[src/rtl/rename_pkg.sv]
// Shared types and sizing for the rename front end.
// Imported by rename_ctrl, its free list and rename_table.
package rename_pkg;

  localparam int N_PHYS   = 64;
  localparam int N_ARCH   = 32;
  localparam int FL_DEPTH = N_PHYS - N_ARCH;

  typedef logic [5:0] phys_tag_t;
  typedef logic [4:0] arch_reg_t;

  localparam arch_reg_t XZR = 5'd31;

  typedef enum logic [0:0] {
    RUN     = 1'b0,
    RECOVER = 1'b1
  } state_t;

endpackage

[src/rtl/rename_ctrl_if.sv]
// Decode, rename-table and commit signals around rename_ctrl.
// slave is the controller side, master the decode/ROB side.
interface rename_ctrl_if;
  import rename_pkg::*;

  logic      dec_valid;
  logic      dec_ready;
  logic      dec_wr;
  arch_reg_t dec_rd;
  phys_tag_t ren_phys_rd;
  logic      ren_alloc;

  logic      rt_rename_en;
  arch_reg_t rt_arch_rd;
  phys_tag_t rt_new_phys_rd;

  logic      cm_valid;
  arch_reg_t cm_arch_rd;
  phys_tag_t cm_phys_rd;
  logic      rt_commit_en;
  arch_reg_t rt_commit_arch_rd;
  phys_tag_t rt_commit_phys_rd;

  logic      flush;
  logic      busy;
  logic [5:0] free_count;

  modport slave (
    input  dec_valid, dec_wr, dec_rd,
    input  cm_valid, cm_arch_rd, cm_phys_rd,
    input  flush,
    output dec_ready, ren_phys_rd, ren_alloc,
    output rt_rename_en, rt_arch_rd, rt_new_phys_rd,
    output rt_commit_en, rt_commit_arch_rd,
    output rt_commit_phys_rd,
    output busy, free_count
  );

  modport master (
    output dec_valid, dec_wr, dec_rd,
    output cm_valid, cm_arch_rd, cm_phys_rd,
    output flush,
    input  dec_ready, ren_phys_rd, ren_alloc,
    input  rt_rename_en, rt_arch_rd, rt_new_phys_rd,
    input  rt_commit_en, rt_commit_arch_rd,
    input  rt_commit_phys_rd,
    input  busy, free_count
  );

endinterface

[src/rtl/rename_ctrl_free_list.sv]
// Circular free list of physical tags.
// restore rewinds head onto the post-push tail, reclaiming all in flight.
module free_list
  import rename_pkg::*;
#(
  parameter int N_ARCH   = 32,
  parameter int FL_DEPTH = 32
) (
  input  logic       clk,
  input  logic       reset,
  input  logic       pop,
  input  logic       push,
  input  phys_tag_t  push_tag,
  input  logic       restore,
  output phys_tag_t  head_tag,
  output logic [5:0] count
);

  localparam int PW = $clog2(FL_DEPTH);

  phys_tag_t     fl [FL_DEPTH];
  logic [PW-1:0] head;
  logic [PW-1:0] tail;
  logic [PW-1:0] tail_next;

  assign tail_next = tail + PW'(push);
  assign head_tag  = fl[head];

  always_ff @(posedge clk) begin
    if (reset) begin
      for (int k = 0; k < FL_DEPTH; k++) begin
        fl[k] <= phys_tag_t'(N_ARCH + k);
      end
      head  <= '0;
      tail  <= '0;
      count <= 6'(FL_DEPTH);
    end else begin
      if (push) begin
        fl[tail] <= push_tag;
      end
      tail <= tail_next;
      if (restore) begin
        head  <= tail_next;
        count <= 6'(FL_DEPTH);
      end else begin
        head  <= head + PW'(pop);
        count <= count + 6'(push) - 6'(pop);
      end
    end
  end

endmodule

[src/rtl/rename_ctrl.sv]
// Rename controller: allocation, retirement map and flush recovery.
// Recovery replays the retirement map into rename_table one entry per cycle.
module rename_ctrl
  import rename_pkg::*;
#(
  parameter int N_PHYS   = 64,
  parameter int N_ARCH   = 32,
  parameter int FL_DEPTH = N_PHYS - N_ARCH
) (
  input logic         clk,
  input logic         reset,
  rename_ctrl_if.slave bus
);

  localparam int TW = $clog2(N_PHYS);
  localparam arch_reg_t LAST = XZR - 5'd1;

  state_t        state;
  arch_reg_t     idx;
  logic [TW-1:0] rrat [N_ARCH];

  logic       run;
  logic       rec;
  logic       fire;
  logic       alloc;
  logic       commit;
  phys_tag_t  head_tag;
  logic [5:0] count;

  assign run = (state == RUN);
  assign rec = (state == RECOVER);

  assign bus.dec_ready = run && !bus.flush &&
    (!bus.dec_wr || bus.dec_rd == XZR || count != '0);

  assign fire   = bus.dec_valid && bus.dec_ready;
  assign alloc  = fire && bus.dec_wr && bus.dec_rd != XZR;
  assign commit = bus.cm_valid && bus.cm_arch_rd != XZR;

  free_list #(
    .N_ARCH  (N_ARCH),
    .FL_DEPTH(FL_DEPTH)
  ) u_fl (
    .clk     (clk),
    .reset   (reset),
    .pop     (alloc),
    .push    (commit),
    .push_tag(phys_tag_t'(rrat[bus.cm_arch_rd])),
    .restore (bus.flush),
    .head_tag(head_tag),
    .count   (count)
  );

  assign bus.ren_alloc   = alloc;
  assign bus.ren_phys_rd = head_tag;

  assign bus.rt_rename_en   = alloc || rec;
  assign bus.rt_arch_rd     = rec ? idx : bus.dec_rd;
  assign bus.rt_new_phys_rd =
    rec ? phys_tag_t'(rrat[idx]) : head_tag;

  assign bus.rt_commit_en      = commit;
  assign bus.rt_commit_arch_rd = bus.cm_arch_rd;
  assign bus.rt_commit_phys_rd = bus.cm_phys_rd;

  assign bus.busy       = rec;
  assign bus.free_count = count;

  always_ff @(posedge clk) begin
    if (reset) begin
      state <= RUN;
      idx   <= '0;
      for (int i = 0; i < N_ARCH; i++) begin
        rrat[i] <= TW'(i);
      end
    end else begin
      if (commit) begin
        rrat[bus.cm_arch_rd] <= TW'(bus.cm_phys_rd);
      end
      unique case (1'b1)
        bus.flush: begin
          state <= RECOVER;
          idx   <= '0;
        end
        (rec && !bus.flush && idx == LAST): begin
          state <= RUN;
          idx   <= '0;
        end
        (rec && !bus.flush && idx != LAST): begin
          idx <= idx + 5'd1;
        end
        default: begin
        end
      endcase
    end
  end

endmodule

[src/flat_wrapper.sv]
// flat-port wrapper written by rule: the top's interface ports become plain ports
module rename_ctrl_flat import rename_pkg::*;
#(
  parameter int N_PHYS   = 64,
  parameter int N_ARCH   = 32,
  parameter int FL_DEPTH = N_PHYS - N_ARCH
)
  (clk, reset, bus_dec_valid, bus_dec_wr, bus_dec_rd, bus_cm_valid, bus_cm_arch_rd, bus_cm_phys_rd, bus_flush, bus_dec_ready, bus_ren_phys_rd, bus_ren_alloc, bus_rt_rename_en, bus_rt_arch_rd, bus_rt_new_phys_rd, bus_rt_commit_en, bus_rt_commit_arch_rd, bus_rt_commit_phys_rd, bus_busy, bus_free_count);
  rename_ctrl_if bus_i ();
  input logic clk;
  input logic reset;
  input wire logic [$bits(bus_i.dec_valid)-1:0] bus_dec_valid;
  input wire logic [$bits(bus_i.dec_wr)-1:0] bus_dec_wr;
  input wire logic [$bits(bus_i.dec_rd)-1:0] bus_dec_rd;
  input wire logic [$bits(bus_i.cm_valid)-1:0] bus_cm_valid;
  input wire logic [$bits(bus_i.cm_arch_rd)-1:0] bus_cm_arch_rd;
  input wire logic [$bits(bus_i.cm_phys_rd)-1:0] bus_cm_phys_rd;
  input wire logic [$bits(bus_i.flush)-1:0] bus_flush;
  output wire logic [$bits(bus_i.dec_ready)-1:0] bus_dec_ready;
  output wire logic [$bits(bus_i.ren_phys_rd)-1:0] bus_ren_phys_rd;
  output wire logic [$bits(bus_i.ren_alloc)-1:0] bus_ren_alloc;
  output wire logic [$bits(bus_i.rt_rename_en)-1:0] bus_rt_rename_en;
  output wire logic [$bits(bus_i.rt_arch_rd)-1:0] bus_rt_arch_rd;
  output wire logic [$bits(bus_i.rt_new_phys_rd)-1:0] bus_rt_new_phys_rd;
  output wire logic [$bits(bus_i.rt_commit_en)-1:0] bus_rt_commit_en;
  output wire logic [$bits(bus_i.rt_commit_arch_rd)-1:0] bus_rt_commit_arch_rd;
  output wire logic [$bits(bus_i.rt_commit_phys_rd)-1:0] bus_rt_commit_phys_rd;
  output wire logic [$bits(bus_i.busy)-1:0] bus_busy;
  output wire logic [$bits(bus_i.free_count)-1:0] bus_free_count;
  assign bus_i.dec_valid = bus_dec_valid;
  assign bus_i.dec_wr = bus_dec_wr;
  assign bus_i.dec_rd = bus_dec_rd;
  assign bus_i.cm_valid = bus_cm_valid;
  assign bus_i.cm_arch_rd = bus_cm_arch_rd;
  assign bus_i.cm_phys_rd = bus_cm_phys_rd;
  assign bus_i.flush = bus_flush;
  assign bus_dec_ready = bus_i.dec_ready;
  assign bus_ren_phys_rd = bus_i.ren_phys_rd;
  assign bus_ren_alloc = bus_i.ren_alloc;
  assign bus_rt_rename_en = bus_i.rt_rename_en;
  assign bus_rt_arch_rd = bus_i.rt_arch_rd;
  assign bus_rt_new_phys_rd = bus_i.rt_new_phys_rd;
  assign bus_rt_commit_en = bus_i.rt_commit_en;
  assign bus_rt_commit_arch_rd = bus_i.rt_commit_arch_rd;
  assign bus_rt_commit_phys_rd = bus_i.rt_commit_phys_rd;
  assign bus_busy = bus_i.busy;
  assign bus_free_count = bus_i.free_count;
  rename_ctrl #(.N_PHYS(N_PHYS), .N_ARCH(N_ARCH), .FL_DEPTH(FL_DEPTH)) u_core (.clk(clk), .reset(reset), .bus(bus_i));
endmodule
[config.mk]
export PLATFORM = sky130hd
export DESIGN_NAME = rename_ctrl_flat
export DESIGN_NICKNAME = d
export VERILOG_FILES = /design/src/rtl/rename_pkg.sv /design/src/rtl/rename_ctrl_if.sv /design/src/rtl/rename_ctrl_free_list.sv /design/src/rtl/rename_ctrl.sv /design/src/flat_wrapper.sv
export SDC_FILE = /design/constraint.sdc
export NUM_CORES = 1
export LEC_CHECK = 0
export ABC_AREA = 1
export CORE_MARGIN = 1
export CORE_UTILIZATION = 55
export CTS_CLUSTER_SIZE = 24
export DETAILED_ROUTE_END_ITERATION = 8
export HOLD_SLACK_MARGIN = 0.06
export PLACE_DENSITY = 0.78
export SYNTH_ARGS = -nofsm -noshare
export SYNTH_HDL_FRONTEND = slang
export SYNTH_SLANG_ARGS = --single-unit
[constraint.sdc]
create_clock -name clk -period 2.67 [get_ports clk]
set_input_delay 0.4005 -clock clk [delete_from_list [all_inputs] [get_ports clk]]
set_output_delay 0.4005 -clock clk [all_outputs]
set_load 0.01 [all_outputs]
==> key figures <==
Critical path
  – Critical-path maximum fanout: 8
  – R2R depth: 17
  – R2r setup slk: 0.16 ns
  – Reg-to-reg startpoint: u_core.u_fl.count[2]$_SDFF_PP0_
  – Data required, critical path: 2.27 ns
  – Startpoint Class: flip-flop
  – Critical Path AT: 2.54 ns
  – R2R Path End: u_core.u_fl.count[4]$_SDFF_PP0_
  – Setup crit end kind: output pin
  – Crit Path Category: flip-flop to output pin

Finish
  – Post-Layout Cell Count: 3146
  – Area Overhead vs Synth: 19.8%
  – FF+latch area: 0.0121 mm²
  – Final #Nets: 2640
  – Footprint of the multi-input gates: 0.00822 mm²
  – Fillers: 2878
  – Ratio of cells with drive above 1 in the final layout: 14.8%
  – Finished Core Util: 67.3%
  – # diodes: 0

Pwr
  – Power per cell area: 622 mW/mm²
  – Net Sw Power: 4.36 mW
  – VDD IR-drop max: 593 µV
  – Clock network fraction of total power: 37.0%
  – Internal: 11.5 mW
  – Total power: 15.8 mW
  – Logic pwr share: 16.1%
  – Reg power frac: 46.9%
  – Leakage Power: 9.64 nW
  – Sw Ratio: 27.5%

Clock network
  – CTS Buffer Depth: 3
  – Num CTS Buffers: 42
  – Insertion delay to the later sink of the worst-skew pair: 0.60 ns
  – Clock transition at path regs: 0.06 ns
  – CTS tree: built
  – Clock Sinks: 411
  – Clock H-tree levels: 2
  – Root Driver: clkbuf_16

Place
  – PortBufs: 60
  – Routability cong.: 0.961
  – Dpl hpwl: 40900 µm
  – Placed Cells: 3036

GRT
  – Largest net degree at the start of global routing: 49
  – GR Util met1: 42.5%
  – Global-route wire length before repair: 102000 µm
  – Met3 Track Usage GR: 7.22%
  – Vias in the first global route: 18700
  – Met2 usage: 56.7%
  – Initial antenna violation count: 0
  – GR peak layer: met2
  – GRT overflow: 0
  – All-layer global routing usage: 34.6%

Min path
  – WHS Endpoint: u_core.idx[4]$_SDFFE_PP0N_
  – Hold depth: 2
  – Hold WC Path Type: flip-flop to flip-flop
  – Min-delay src: u_core.idx[4]$_SDFFE_PP0N_

Synthesis
  – Synthesized area: 0.0213 mm²
  – Yosys cell types: 35
  – Cells after synthesis: 2506
  – Seq cells post-synth: 411
  – Seq/Total Area, Yosys: 56.8%
  – Synth warn: 0
  – Mapped Avg Cell Area: 8.48 µm²

Floorplanning
  – Row cnt: 71
  – Die Ht: 199 µm
  – Chip width: 199 µm
  – Starting Density: 56.2%
  – Core Box Area: 0.0378 mm²
  – IO Count: 61
  – Die ar.: 0.0394 mm²

Run
  – Maxcap violations: 0

Timing
  – Final setup fails: 10
  – Clock Skews: 0.0358 ns
  – Sum Neg Setup Slack: -0.903 ns
  – Hold Fails Final Rpt: 0
  – F_max: 341 MHz
  – RSZ-0062 raised after global routing: true
  – Measured slew at the worst slew-check pin: 0.900 ns
  – Minimum clock period: 2.94 ns
  – Fin crit share: 110%
  – Minimum hold slack: 0.517 ns
  – Final WS setup: -0.266 ns
  – Max Slew Vio Count: 0
  – Slew headroom: 39.4%

Route
  – Total length of routed wires: 67500 µm
  – # DRC: 0
  – Vias per cell: 6.10
  – First DRT Iteration DRCs: 2384
  – Detailed-router iteration count before antenna repair: 6
  – Overall via count from detail_route: 19200
  – Final ANT Viol Nets: 0
  – Routed len/inst: 21.5 µm

Outcome
  – Violated checks: negative setup slack
  – Status: complete, but fails checks
[sequential cells by signal, summed over array words and instances, names as in the netlist, named ones only]
register / cells
u_core.u_fl.head: 5
u_core.u_fl.fl: 192
u_core.rrat: 192
u_core.u_fl.count: 6
u_core.u_fl.tail: 5
u_core.idx: 5
u_core.bus.busy: 1
[critical path, cell delays in order (launching register included)]
cell     delay (ns)
dfxtp_4        0.48
buf_6          0.17
buf_6          0.14
buf_16         0.13
nor2_1         0.05
nor2_1         0.15
o21ai_1        0.11
nand3_1        0.12
nand3_2        0.13
nand2_4        0.13
nand3_4        0.11
nand2_4        0.12
buf_6          0.11
[synthesized netlist by cell type]
cell,n,area share (%)
fa_1,1,0.094
o21ai_0,68,1.6
buf_6,1,0.053
inv_1,113,2.0
dfxtp_1,27,2.5
nor2_1,319,5.6
inv_2,27,0.48
buf_4,17,0.60
nand4_1,40,1.2
nand2_2,6,0.18
edfxtp_1,384,54
or2_2,1,0.029
o21ai_4,1,0.077
nor3_2,2,0.094
a21oi_1,107,2.5
xor2_1,3,0.12
buf_1,17,0.30
xnor2_1,1,0.041
nand3_2,1,0.047
nand3_1,363,8.5
clkinv_1,1,0.018
a31oi_1,1,0.029
nor3_4,4,0.31
conb_1,2,0.035
nor3_1,3,0.071
nor2_8,1,0.094
nand2_1,801,14
nor2_2,19,0.56
a22oi_1,16,0.57
o22a_1,2,0.082
o21ai_1,3,0.071
clkbuf_1,83,1.5
ha_1,14,0.82
buf_2,56,1.3
o31ai_1,1,0.035
[through the flow]
step           instance area [µm²]  setup slack [ns]
5_1_grt                      25500            -0.327
3_5_place_dp                 23200            -0.346
6_report                     25500            -0.266
4_1_cts                      25200           -0.0458
3_3_place_gp                 23200            -0.336
2_1_floorplan                21300            0.0887
[power groups by stage]
stage | logic (mW) | clock network [mW] | registers (mW)
after floorplan | 1.22 | 0 | 7.48
after global placement | 2.06 | 0 | 7.54
after detailed placement | 2.09 | 0 | 7.54
after CTS | 2.38 | 5.85 | 7.42
after global routing | 2.70 | 6.10 | 7.44
final | 2.56 | 5.86 | 7.43
[metal layers]
metal	vias up	routed length, µm
met4	0	3610
met1	8918	24100
met5	-	0
li1	8559	-
met2	1443	31900
met3	269	7940
[cell type report]
type | count | area share (%)
Sequential cell | 411 | 47.5
Multi-Input combinational cell | 1784 | 32.3
Timing Repair Buffer | 223 | 10.3
Clock buffer | 55 | 4.48
Tap cell | 511 | 2.51
Inverter | 141 | 2.17
Clock inverter | 21 | 0.781
[kinds of logic (layout without fill, tap and decap cells)]
group | after synthesis | count (layout) | share of synthesized area [%]
AOI/OAI and AO/OA | 199 | 199 | 4.98
and+or+nand+nor | 1560 | 1560 | 30.9
other | 2 | 6 | 0.0353
adders and majority gates | 15 | 15 | 0.918
xor gates and xnor gates | 4 | 4 | 0.165
DFF | 411 | 411 | 56.8
buffers and inverters | 315 | 440 | 6.23
[placed cells by master, fill, tap and decap left out, types with 7 or more instances in the layout]
master	n
dfxtp_1	22
nor2_2	30
a21oi_2	7
clkinvlp_4	7
nand4_1	40
inv_1	104
a22oi_1	16
edfxtp_1	384
inv_2	33
a21oi_1	100
nand3_1	343
o21ai_0	39
buf_6	15
clkdlybuf4s50_1	45
buf_4	102
nand2_4	7
ha_1	12
clkbuf_16	45
nand2_1	777
o21ai_1	26
clkbuf_1	10
nand3_2	18
nand2_2	23
clkinv_2	8
buf_12	37
nor2_1	304
buf_16	12
[worst max-delay path by stage]
stage | startpoint | end | slack, ns | cells past startpoint
floorplan | bus_flush | u_core.u_fl.count[4]$_SDFF_PP0_ | 0.09 | 16
global placement | bus_dec_rd[4] | u_core.u_fl.count[4]$_SDFF_PP0_ | -0.34 | 17
detailed placement | bus_dec_rd[4] | u_core.u_fl.count[4]$_SDFF_PP0_ | -0.35 | 17
CTS | u_core.u_fl.head[0]$_SDFF_PP0_ | bus_rt_new_phys_rd[3] | -0.05 | 11
global route | u_core.u_fl.head[0]$_SDFF_PP0_ | bus_rt_new_phys_rd[4] | -0.33 | 12
finish | u_core.u_fl.head[0]$_SDFF_PP0_ | bus_rt_new_phys_rd[4] | -0.27 | 12
[timing repair]
item | CTS | global route
endpoints found under the setup margin | 15 | 16
hold buffers | 0 | 0
gates resized for setup | 152 | 52
buffers inserted | 10 | 8
gates cloned | 14 | 2
pin swaps | 41 | 29
Power figures use the tool's default switching activity.
